<file path="config.mk">
export PLATFORM = sky130hd
export DESIGN_NAME = buzzer_arbiter
export DESIGN_NICKNAME = d
export VERILOG_FILES = /design/src/rtl/buzzer_arbiter.sv
export SDC_FILE = /design/constraint.sdc
export NUM_CORES = 1
export LEC_CHECK = 0
export CAP_MARGIN = 20
export CORE_MARGIN = 8
export CORE_UTILIZATION = 40
export CTS_BUF_LIST = sky130_fd_sc_hd__clkbuf_8 sky130_fd_sc_hd__clkbuf_16
export DETAILED_ROUTE_END_ITERATION = 10
export GPL_TIMING_DRIVEN = 0
export PLACE_DENSITY = 0.69
export SETUP_SLACK_MARGIN = 0.2
export SKIP_LAST_GASP = 1
export SYNTH_ARGS = -nofsm -noshare
export SYNTH_HDL_FRONTEND = slang
export SYNTH_SLANG_ARGS = --single-unit
</file>
<file path="constraint.sdc">
create_clock -name newclk -period 2.5 [get_ports newclk]
set_clock_uncertainty 0.15 [all_clocks]
set_input_delay 0.5 -clock newclk [delete_from_list [all_inputs] [get_ports newclk]]
set_output_delay 0.5 -clock newclk [all_outputs]
set_load 0.01 [all_outputs]
</file>
<file path="src/rtl/buzzer_arbiter.sv">
// Shares the single song player between alarm, timer and hourly chime requests:
// fixed priority alarm > timer > chime, each grant sequenced as a play burst then a silent gap.
module buzzer_arbiter #(
    parameter int unsigned ALARM_MAX = 60000,
    parameter int unsigned TIMER_DUR = 10000,
    parameter int unsigned CHIME_DUR = 1000,
    parameter int unsigned GAP_TICKS = 200,
    parameter int unsigned CW        = 16
) (
    input  logic       newclk,
    input  logic       rst,
    input  logic       alarm_req,
    input  logic       timer_req,
    input  logic       chime_req,
    input  logic       chime_en,
    input  logic       ack,
    output logic       play,
    output logic [1:0] song_sel,
    output logic       busy,
    output logic [2:0] pend,
    output logic       done
);

    localparam int unsigned NSRC    = 3;
    localparam int unsigned SW      = 2;
    localparam int unsigned P_ALARM = 0;
    localparam int unsigned P_TIMER = 1;
    localparam int unsigned P_CHIME = 2;

    localparam logic [SW-1:0] SRC_NONE  = SW'(0);
    localparam logic [SW-1:0] SRC_ALARM = SW'(1);
    localparam logic [SW-1:0] SRC_TIMER = SW'(2);
    localparam logic [SW-1:0] SRC_CHIME = SW'(3);

    localparam logic [CW-1:0] ALARM_LAST = CW'(ALARM_MAX - 1);
    localparam logic [CW-1:0] TIMER_LAST = CW'(TIMER_DUR - 1);
    localparam logic [CW-1:0] CHIME_LAST = CW'(CHIME_DUR - 1);
    localparam logic [CW-1:0] GAP_LAST   = CW'(GAP_TICKS - 1);

    typedef enum logic [1:0] {
        IDLE = 2'd0,
        PLAY = 2'd1,
        GAP  = 2'd2
    } state_t;

    state_t          state_q, next_state;
    logic [CW-1:0]   cnt_q, next_cnt;
    logic [SW-1:0]   src_q, next_src;
    logic [NSRC-1:0] pend_q, next_pend;
    logic [NSRC-1:0] grant;
    logic            burst_end;

    logic            alarm_q, timer_q, chime_q, ack_q;
    logic            hist_vld;
    logic [NSRC-1:0] req_edge;
    logic            ack_edge;
    logic            preempt;
    logic [CW-1:0]   dur_last;

    // Input history; hist_vld masks the first sample after reset so a held request does not fire.
    always_ff @(posedge newclk or posedge rst) begin
        if (rst) begin
            alarm_q  <= 1'b0;
            timer_q  <= 1'b0;
            chime_q  <= 1'b0;
            ack_q    <= 1'b0;
            hist_vld <= 1'b0;
        end else begin
            alarm_q  <= alarm_req;
            timer_q  <= timer_req;
            chime_q  <= chime_req;
            ack_q    <= ack;
            hist_vld <= 1'b1;
        end
    end

    assign req_edge = {NSRC{hist_vld}} & {chime_req & ~chime_q & chime_en,
                                          timer_req & ~timer_q,
                                          alarm_req & ~alarm_q};
    assign ack_edge = hist_vld & ack & ~ack_q;
    assign preempt  = (src_q != SRC_ALARM) && pend_q[P_ALARM];

    // Last counter value of the burst for the granted source.
    always_comb begin
        dur_last = CHIME_LAST;
        case (src_q)
            SRC_ALARM: dur_last = ALARM_LAST;
            SRC_TIMER: dur_last = TIMER_LAST;
            default:   dur_last = CHIME_LAST;
        endcase
    end

    // State, counter, granted source and pending flags.
    always_ff @(posedge newclk or posedge rst) begin
        if (rst) begin
            state_q <= IDLE;
            cnt_q   <= '0;
            src_q   <= SRC_NONE;
            pend_q  <= '0;
        end else begin
            state_q <= next_state;
            cnt_q   <= next_cnt;
            src_q   <= next_src;
            pend_q  <= next_pend;
        end
    end

    // Next-state logic: grants, burst timeout/ack, alarm preemption and gap timing.
    always_comb begin
        next_state = state_q;
        next_cnt   = cnt_q;
        next_src   = src_q;
        grant      = '0;
        burst_end  = 1'b0;
        unique case (state_q)
            IDLE: begin
                next_cnt = '0;
                if (pend_q[P_ALARM]) begin
                    grant[P_ALARM] = 1'b1;
                    next_src       = SRC_ALARM;
                    next_state     = PLAY;
                end else if (pend_q[P_TIMER]) begin
                    grant[P_TIMER] = 1'b1;
                    next_src       = SRC_TIMER;
                    next_state     = PLAY;
                end else if (pend_q[P_CHIME]) begin
                    grant[P_CHIME] = 1'b1;
                    next_src       = SRC_CHIME;
                    next_state     = PLAY;
                end
            end
            PLAY: begin
                if (preempt) begin
                    grant[P_ALARM] = 1'b1;
                    next_src       = SRC_ALARM;
                    next_cnt       = '0;
                    burst_end      = 1'b1;
                end else if ((cnt_q == dur_last) || ack_edge) begin
                    next_state = GAP;
                    next_cnt   = '0;
                    burst_end  = 1'b1;
                end else begin
                    next_cnt = cnt_q + CW'(1);
                end
            end
            GAP: begin
                if (cnt_q == GAP_LAST) begin
                    next_state = IDLE;
                    next_cnt   = '0;
                end else begin
                    next_cnt = cnt_q + CW'(1);
                end
            end
            default: begin
                next_state = IDLE;
                next_cnt   = '0;
            end
        endcase
        // A new edge on the bit being granted keeps it pending.
        next_pend = (pend_q & ~grant) | req_edge;
    end

    // Outputs decoded from the state register; done marks the final cycle of a burst.
    always_comb begin
        play     = 1'b0;
        song_sel = SRC_NONE;
        busy     = 1'b0;
        done     = 1'b0;
        pend     = pend_q;
        case (state_q)
            PLAY: begin
                play     = 1'b1;
                song_sel = src_q;
                busy     = 1'b1;
                done     = burst_end;
            end
            GAP: begin
                busy = 1'b1;
            end
            default: begin
                busy = 1'b0;
            end
        endcase
    end

endmodule

</file>
==> results of run 1 <==
## synthesized netlist by cell type
cell	instances
a41o_2	1
nor4b_1	1
inv_1	8
and4_1	3
xnor2_1	8
nand2_1	9
nand4b_1	2
a21boi_0	2
or4b_1	2
a21oi_1	3
o22ai_1	2
a221oi_2	1
a41oi_4	1
ha_1	6
or2b_2	1
nand3_1	5
a31oi_2	1
dfrtp_1	28
mux2_2	1
nor2_1	24
conb_1	1
and2_1	2
nor2b_1	3
xor2_1	6
nand3b_1	3
nor3_1	4
a32o_1	1
a31oi_1	1
nor4_1	2
buf_6	2
or4bb_1	1
and3b_1	1
nand2b_1	2
a2bb2oi_1	1
clkbuf_1	1
o21ai_0	4
o22a_1	1
or3_1	1
o21a_1	1
or3b_2	2
nand4_1	3
## sequential cells by signal, indices dropped and copies added (netlist names)
| signal | cells |
|---|---|
| src_q | 2 |
| ack_q | 1 |
| alarm_q | 1 |
| hist_vld | 1 |
| cnt_q | 16 |
| timer_q | 1 |
| state_q | 2 |
| pend | 3 |
| chime_q | 1 |
## critical path: stages, from the launching register on
cell and delay, ns:
dfrtp_1 0.41, inv_2 0.07, ha_4 0.16, or4b_4 0.49, a221oi_4 0.32, a31oi_4 0.13
a21boi_2 0.12, buf_2 0.14
## power groups by stage
stage                     sequential (W)  combinational, W  clock, W
after floorplan                 0.000574          0.000484         0
after global placement          0.000576          0.000719         0
after detailed placement        0.000583          0.000731         0
after CTS                       0.000574          0.000828  0.000282
after global routing            0.000585           0.00100  0.000303
final                           0.000576          0.000915  0.000269
## through the flow
| stage | total power [W] | utilization, % | setup TNS (ns) |
|---|---|---|---|
| floorplan | 0.001057 | - | 0 |
| global placement | 0.001295 | 47.74 | -0.4524 |
| detailed placement | 0.001315 | 47.74 | -0.6348 |
| CTS | 0.001684 | 52.02 | -1.019 |
| global route | 0.001891 | 54.10 | -4.540 |
| finish | 0.001761 | 54.10 | -2.637 |
## timing repair
item | 4_1_cts | 5_1_grt
setup endpoints to repair | 21 | 20
resized for setup | 21 | 7
buffers inserted | 6 | 4
pin swaps | 7 | 3
gates cloned | 1 | 0
hold buffers | 0 | 0
## how the worst min path moves through the flow
| stage | to | slack [ns] | cells past startpoint |
|---|---|---|---|
| after floorplan | cnt_q[0] | 0.29 | 1 |
| after global placement | cnt_q[0] | 0.31 | 1 |
| after detailed placement | cnt_q[0] | 0.32 | 1 |
| after CTS | cnt_q[0] | 0.33 | 1 |
| after global routing | pend[0] | 0.34 | 2 |
| final | pend[1] | 0.33 | 2 |
## kinds of logic after synthesis
logic type	count (synthesis)	share of synthesized area, %
AO/OA/AOI/OAI	20	11.11
buffers and inverters	11	3.676
AND/OR/NAND/NOR	71	25.57
XOR/XNOR	14	8.007
flip-flops	28	45.75
adder cells (fa/ha/maj)	6	4.902
other	1	0.2449
multiplexers	1	0.7352
## final cells by class
type	count	area share [%]
plain buffers	3	1.516
clock buffers	4	2.780
repair buffers	26	12.95
multi-input cells	113	42.77
flip-flops and latches	28	35.44
well taps	48	3.032
inverters	8	1.516
## routing by layer
metal / wire, µm / vias to the layer above
met3: 139 / 2
met1: 1540 / 562
met4: 6 / 0
li1: - / 590
met2: 1616 / 19
met5: 0 / -
==> metrics.csv, run 1 <==
metric;value;unit
Tot GR Track Use;10.88;%
Comb power frac;52.0;%
met2 global-route usage;18.38;%
worst reg2reg setup slack;-0.16;ns
Clk pwr share;15.3;%
Setup CP Type;register to output port;
I/O Pins;15;
multi-input logic area;847.1;µm²
CTS Sinks;28;
routed vias/inst;5.100;
met1 usage in global routing;13.94;%
reg2reg start;src_q[1];
DP Area;1748;µm²
placed instance count;214;
P per Cell Area;888.9;nW/µm²
most common cell after layout, fill and taps aside;dfrtp_1;
Clock transition at path regs;0.08;ns
Unique masters post-synth;41;
DRT Pass-1 Iters;4;
worst reg-to-reg path cell count;11;
Antenna Cells;0;
largest net degree at the start of global routing;29;
Crit path required time;1.85;ns
Yosys top cell area share;45.75;%
LEAKAGE;0.8193;nW
sequential area share after synthesis;45.75;%
Final Hold Viols;0;
first-pass GRT wire length;5595;µm
unrepaired setup endpoints after global routing;true;
WP data arrival;2.10;ns
fmax;0.3634;GHz
area leader, netlist;dfrtp_1;
Die H;77.88;µm
Syn Nets;165;
clk root buf;clkbuf_8;
maximum vdd drop;0.0003853;V
hold slack;0.3280;ns
routed length per placed instance;14.36;µm
1st-iter DRT viols;44;
sequential power share;32.7;%
standard-cell rows;22;
final setup margin;-0.2516;ns
dpl ws;-0.4894;ns
CTS tree;yes;
chip width;77.88;µm
fin cells;230;
CP max FO;3;
met3 usage;2.535;%
hpwl dp;2286;µm
#FFs+latches synth;28;
total CTS buffers;3;
startpoint type of the worst setup path;register;
share of post-route cells with drive strength above 1;20.88;%
Initial Utilization;41.83;%
commonest cells after routing, fill and taps aside;dfrtp_1, nor2_1, clkdlybuf4s50_1;
Avg Inst Size Synth;10.08;µm²
vias in the first global route;1180;
routed vias;1173;
register area;701.9;µm²
Bufs on Longest Clock Path;2;
Net Sw Frac;35.71;%
Crit. End Element;output port;
initial antenna violation count;0;
worst r2r dst;cnt_q[14];
drt drc;0;
cell area after synthesis;1531;µm²
grt peak-use layer;met2;
total die area;6065;µm²
Filler cells;324;
Min-Delay Path Class;primary input to asynchronous set/reset pin;
Max Cap Viol;0;
Net Sw Power;0.0006287;W
final setup fails;18;
Internal Dissipation;0.001132;W
Routed WL;3302;µm
Final min period;2.752;ns
violated checks;negative setup slack;
port bufs;14;
fin area;1981;µm²
routability cong.;0.8343;
Post-DRT Antenna Nets;0;
core area;3661;µm²
# H-tree levels;1;
clock latency on the worst-skew pair;0.27;ns
Mapped Cells;152;
final worst path period share;110.1;%
global route total overflow;0;
status;finished, violations left;
CP Capture Point;done;
Area contributors post-synth;dfrtp_1, nor2_1, ha_1, xnor2_1, xor2_1;
crit path launch;src_q[1];
yosys warns;0;
# nets final;196;
fin. max-slew vios;0;
P&R area growth vs syn;29.33;%
Power figures use the tool's default switching activity.
==> run 2, diff against run 1 <==
- CORE_MARGIN: 8 -> 1.5
==> run 2 against run 1 <==
  * The flow still finishes with violations (negative setup slack)
  * First-iteration DRC count rose by 30%
  * Sequential power barely moved
  * Clock power rose by 29%
  * Register-to-register slack got worse by 0.02 ns
  * Critical path type unchanged
  * Largest cell class unchanged
==> metrics.csv, run 2 (synthesis gave the netlist of run 1 again) <==
metric;value;unit;change
first-pass GRT wire length;5568;µm;-0.48%
DRT Pass-1 Iters;4;;unchanged
routed length per placed instance;14.19;µm;-1.2%
Comb power frac;50.4;%;-1.6 points
relative slew slack;61.26;%;
Net Sw Frac;35.09;%;-0.62 points
routed vias;1181;;+0.68%
most common cell after layout, fill and taps aside;dfrtp_1;;
drt drc;0;;unchanged
Tot GR Track Use;16.45;%;+5.6 points
Setup CP Type;register to output port;;
Clk pwr share;18.7;%;+3.4 points
unrepaired setup endpoints after global routing;true;;
violated checks;negative setup slack;;
global route total overflow;0;;unchanged
final setup margin;-0.2256;ns;+0.02597 ns
clk root buf;clkbuf_8;;
Final min period;2.726;ns;-0.02597 ns
worst-margin pin slew;0.5805;ns;
share of post-route cells with drive strength above 1;22.35;%;+1.5 points
CTS Sinks;28;;unchanged
I/O Pins;15;;unchanged
hold slack;0.3301;ns;+0.002080 ns
Antenna Cells;0;;unchanged
fmax;0.3669;GHz;+0.95%
initial antenna violation count;0;;unchanged
Post-DRT Antenna Nets;0;;unchanged
Crit path required time;1.85;ns;about the same
CP max FO;3;;unchanged
Hold-fix buffers, CTS;0;;unchanged
Initial Utilization;41.83;%;unchanged
P per Cell Area;934.4;nW/µm²;+5.1%
Net Sw Power;0.0006514;W;+3.6%
Top reg by flops;cnt_q;;
status;finished, violations left;;
WP data arrival;2.08;ns;-0.02 ns
DP Area;1748;µm²;unchanged
Internal Dissipation;0.001205;W;+6.5%
port bufs;14;;unchanged
clock latency on the worst-skew pair;0.27;ns;about the same
max FFs per register;16;;unchanged
standard-cell rows;22;;unchanged
Routed WL;3221;µm;-2.5%
fin. max-slew vios;0;;unchanged
core area;3661;µm²;unchanged
total CTS buffers;3;;unchanged
maximum vdd drop;0.0004837;V;+26%
Final Hold Viols;0;;unchanged
total die area;4209;µm²;-31%
final worst path period share;109.0;%;-1.0 points
Crit. End Element;output port;;
CTS tree;yes;;
Min-Delay Path Class;register to register;;
sequential power share;30.9;%;-1.8 points
hpwl dp;2260;µm;-1.2%
final setup fails;18;;unchanged
LEAKAGE;0.8063;nW;-1.6%
worst reg2reg setup slack;-0.18;ns;-0.02 ns
startpoint type of the worst setup path;register;;
Bufs on Longest Clock Path;2;;unchanged
Die H;64.88;µm;-17%
chip width;64.88;µm;-17%
fin cells;227;;-1.3%
placed instance count;214;;unchanged
Max Cap Viol;0;;unchanged
fin area;1987;µm²;+0.32%
routed vias/inst;5.203;;+2.0%
largest net degree at the start of global routing;29;;unchanged
1st-iter DRT viols;57;;+30%
routability cong.;0.8192;;-1.8%
P&R area growth vs syn;29.74;%;
Clock transition at path regs;0.09;ns;about the same
# nets final;193;;-1.5%
# H-tree levels;1;;unchanged
vias in the first global route;1242;;+5.3%
commonest cells after routing, fill and taps aside;dfrtp_1, nor2_1, clkdlybuf4s50_1;;
## run 2: final timing paths
path | start | endpoint | cells past startpoint
min reg2reg | cnt_q[0] | cnt_q[0] | 1
max | src_q[0] | done | 6
max in group asynchronous | rst | cnt_q[0] | 3
min in group asynchronous | rst | pend[2] | 2
min | cnt_q[0] | cnt_q[0] | 1
max reg2reg | src_q[0] | cnt_q[2] | 10
## run 2: metal layers
metal | global-route usage, % | wire, µm
met5 | 0 | 0
met4 | 5.585 | 34
met3 | 2.083 | 108
met2 | 27.06 | 1600
met1 | 22.36 | 1478
## run 2: timing repair
| item | CTS | global route |
|---|---|---|
| buffers inserted | 5 | 2 |
| resized for setup | 27 | 5 |
| pin swaps | 14 | 3 |
| setup endpoints to repair | 21 | 19 |
| gates cloned | 1 | 0 |
## run 2: power groups by stage
stage          Sequential (W)  Clock, W  Combinational, W
2_1_floorplan        0.000574         0          0.000484
3_3_place_gp         0.000577         0          0.000708
3_5_place_dp         0.000581         0          0.000730
4_1_cts              0.000578  0.000362          0.000883
5_1_grt              0.000585  0.000379           0.00102
6_report             0.000573  0.000347          0.000936
## run 2: layout make-up
type | instances | area, µm²
fillers | 321 | 1674
repair buffers | 23 | 221.5
plain buffers | 3 | 30.03
flip-flops and latches | 28 | 700.7
inverters | 8 | 30.03
clock buffers | 3 | 41.29
well taps | 48 | 60.06
multi-input cells | 113 | 873.3
clock inverters | 1 | 30.03
## run 2: metrics by stage
stage	total power (W)	utilization (%)	setup TNS (ns)	worst slack [ns]
6_report	0.001856	54.27	-2.337	-0.2256
5_1_grt	0.001984	54.27	-3.521	-0.3101
4_1_cts	0.001822	52.97	-2.536	-0.2906
3_5_place_dp	0.001311	47.74	-0.7086	-0.4863
3_3_place_gp	0.001285	47.74	-0.4353	-0.4353
2_1_floorplan	0.001057	-	0	0.1442
## run 2: worst max-delay path, stage by stage, from the launching register on
cell and delay [ns]:
dfrtp_1 0.43, ha_4 0.18, or4b_4 0.49, a221oi_4 0.31
a31oi_4 0.13, a21boi_2 0.12, buf_2 0.13
==> patch, RTL diff (flow settings as in run 2) <==
Make the reset (`rst`) synchronous in 2 clocked blocks.
--- a/src/rtl/buzzer_arbiter.sv
+++ b/src/rtl/buzzer_arbiter.sv
@@ -58,7 +58,7 @@
     logic [CW-1:0]   dur_last;
 
     // Input history; hist_vld masks the first sample after reset so a held request does not fire.
-    always_ff @(posedge newclk or posedge rst) begin
+    always_ff @(posedge newclk) begin
         if (rst) begin
             alarm_q  <= 1'b0;
             timer_q  <= 1'b0;
@@ -91,7 +91,7 @@
     end
 
     // State, counter, granted source and pending flags.
-    always_ff @(posedge newclk or posedge rst) begin
+    always_ff @(posedge newclk) begin
         if (rst) begin
             state_q <= IDLE;
             cnt_q   <= '0;
Behaviour: differs if rst is asserted again (counterexample within 4 cycles, from zero or initial values and one cycle with rst high); with rst held inactive, the same outputs for 10 cycles.
==> patch against run 2 <==
The flow still finishes with violations (setup timing). Routed wire length decreased by 2.6%. Sequential share of layout area is 4.8 points lower. Sequential cell count is the same. Maximum frequency rose by 6.3%. Total power is 26% lower. Design area is 6.7% lower. Worst setup slack improved by 160 ps. Area after synthesis down 5.0%. Final cell count increased by 3.5%.
==> patch: results (changes against run 2) <==
Worst setup path:
- The start of the worst register-to-register path is src_q[1] (was src_q[0]).
- The cell count of the worst reg-to-reg path is 8 (was 10).
- The end of the worst register-to-register path was cnt_q[10] (was cnt_q[2]).
- The top cell family by delay on the critical path was simple AND/OR/NAND/NOR gates (was compound AO/OA/AOI/OAI gates).
- The data arrival at the endpoint of the critical path was 1910 ps (was 2080 ps).

Place:
- The worst setup slack after placement is -423 ps (was -486 ps).
- The weighted congestion at the end of routability-driven global placement is 0.828 (was 0.819).
- The number of placed instances with taps included is 222 (was 214).

Synth:
- The number of standard cells after synthesis was 162 (was 152).
- The register area share after synthesis was 38.5% (was 45.8%).
- The net count after synthesis came to 175 (was 165).
- Largest cells by area after synthesis: sky130_fd_sc_hd__dfxtp_1, sky130_fd_sc_hd__nor3_1, sky130_fd_sc_hd__ha_1 (was sky130_fd_sc_hd__dfrtp_1, sky130_fd_sc_hd__nor2_1, sky130_fd_sc_hd__ha_1).

Layout:
- The number of fillers in the final layout is 322 (was 321).
- The signed area change from the synthesized netlist to the final layout is 27.4% (was 29.7%).
- The fraction of layout cells with a size suffix above 1 is 18.0% (was 22.3%).

Global route:
- The first-pass GRT wire length is 5420 um (was 5570 um).
- The via count of the first global-routing pass came to 1237 (was 1242).

Route:
- The detailed-route wire length per cell is 13.3 um (was 14.2 um).
- The initial detailed-routing violation count is 47 (was 57).
- The total wirelength of the detailed-routed design was 3140 um (was 3220 um).

Min path:
- The endpoint of the worst hold path was cnt_q[0] (unchanged).
- The worst min-delay path startpoint was cnt_q[0] (unchanged).

Pwr:
- The switching power summed over all nets was 0.429 mW (was 0.651 mW).
- The leakage power figure is 0.647 nW (was 0.806 nW).

Status:
- Violations in the final reports: setup timing (unchanged).
- Run status: finished, violations left (unchanged).

STA:
- The final sum of negative setup slack is -63.4 ps (was -2340 ps).
- The pin slew with the least headroom to its limit came to 429 ps (was 580 ps).
- The total setup violations reported at the end of the flow is 1 (was 18).
- The setup slack of the critical path after layout is -63.4 ps (was -226 ps).
## patch: cell families (layout without fill, tap and decap cells)
group / Yosys count / in the layout / share of synthesized area (%)
AO/OA/AOI/OAI: 19 / 19 / 11.0
XOR/XNOR: 15 / 15 / 9.03
adder cells (fa/ha/maj): 6 / 6 / 5.16
buffers and inverters: 14 / 41 / 4.21
flip-flops: 28 / 28 / 38.5
AND/OR/NAND/NOR: 80 / 80 / 32.1
## patch: timing repair
action	CTS	global route
gates cloned	0	1
pin swaps	7	2
setup endpoints to repair	13	11
resized for setup	18	6
buffers inserted	5	3
## patch: worst max path at each step
| stage | start | end | slack [ps] | depth (start not counted) |
|---|---|---|---|---|
| after floorplan | src_q[0] | done | 210 | 7 |
| after global placement | src_q[0] | done | -410 | 8 |
| after detailed placement | src_q[0] | done | -420 | 8 |
| after CTS | src_q[1] | done | -70 | 7 |
| after global routing | src_q[1] | done | -150 | 8 |
| final | src_q[1] | done | -60 | 7 |
## patch: cell type report
cell class	instances	share of cell area [%]
inverter	9	1.82
buffer	5	2.02
clock inverter	1	1.62
sequential	28	30.5
timing repair buffer	23	11.2
multi-input combinational	120	47.5
tap	46	3.10
clock buffer	3	2.23
## patch: routing by layer
layer / vias up / routed length (um) / track usage (%)
met4: 0 / 22 / 4.89
li1: 630 / - / -
met3: 2 / 58 / 1.61
met5: - / 0 / 0
met2: 16 / 1600 / 28.9
met1: 615 / 1450 / 21.5
## patch: power by group through the flow
stage / Sequential (mW) / Combinational, mW / Clock (mW)
after floorplan: 0.502 / 0.284 / 0
after global placement: 0.505 / 0.402 / 0
after CTS: 0.501 / 0.464 / 0.364
after detailed placement: 0.506 / 0.409 / 0
final: 0.502 / 0.517 / 0.354
after global routing: 0.507 / 0.565 / 0.385
## patch: worst reg2reg max path: stages, from the launching register on
cell                      delay (ps)
sky130_fd_sc_hd__dfxtp_2         360
sky130_fd_sc_hd__inv_2            50
sky130_fd_sc_hd__ha_4            150
sky130_fd_sc_hd__or4b_1          470
sky130_fd_sc_hd__a211o_1         300
sky130_fd_sc_hd__buf_4           160
sky130_fd_sc_hd__a31oi_4         290
sky130_fd_sc_hd__buf_6           170
sky130_fd_sc_hd__nor3_1           50
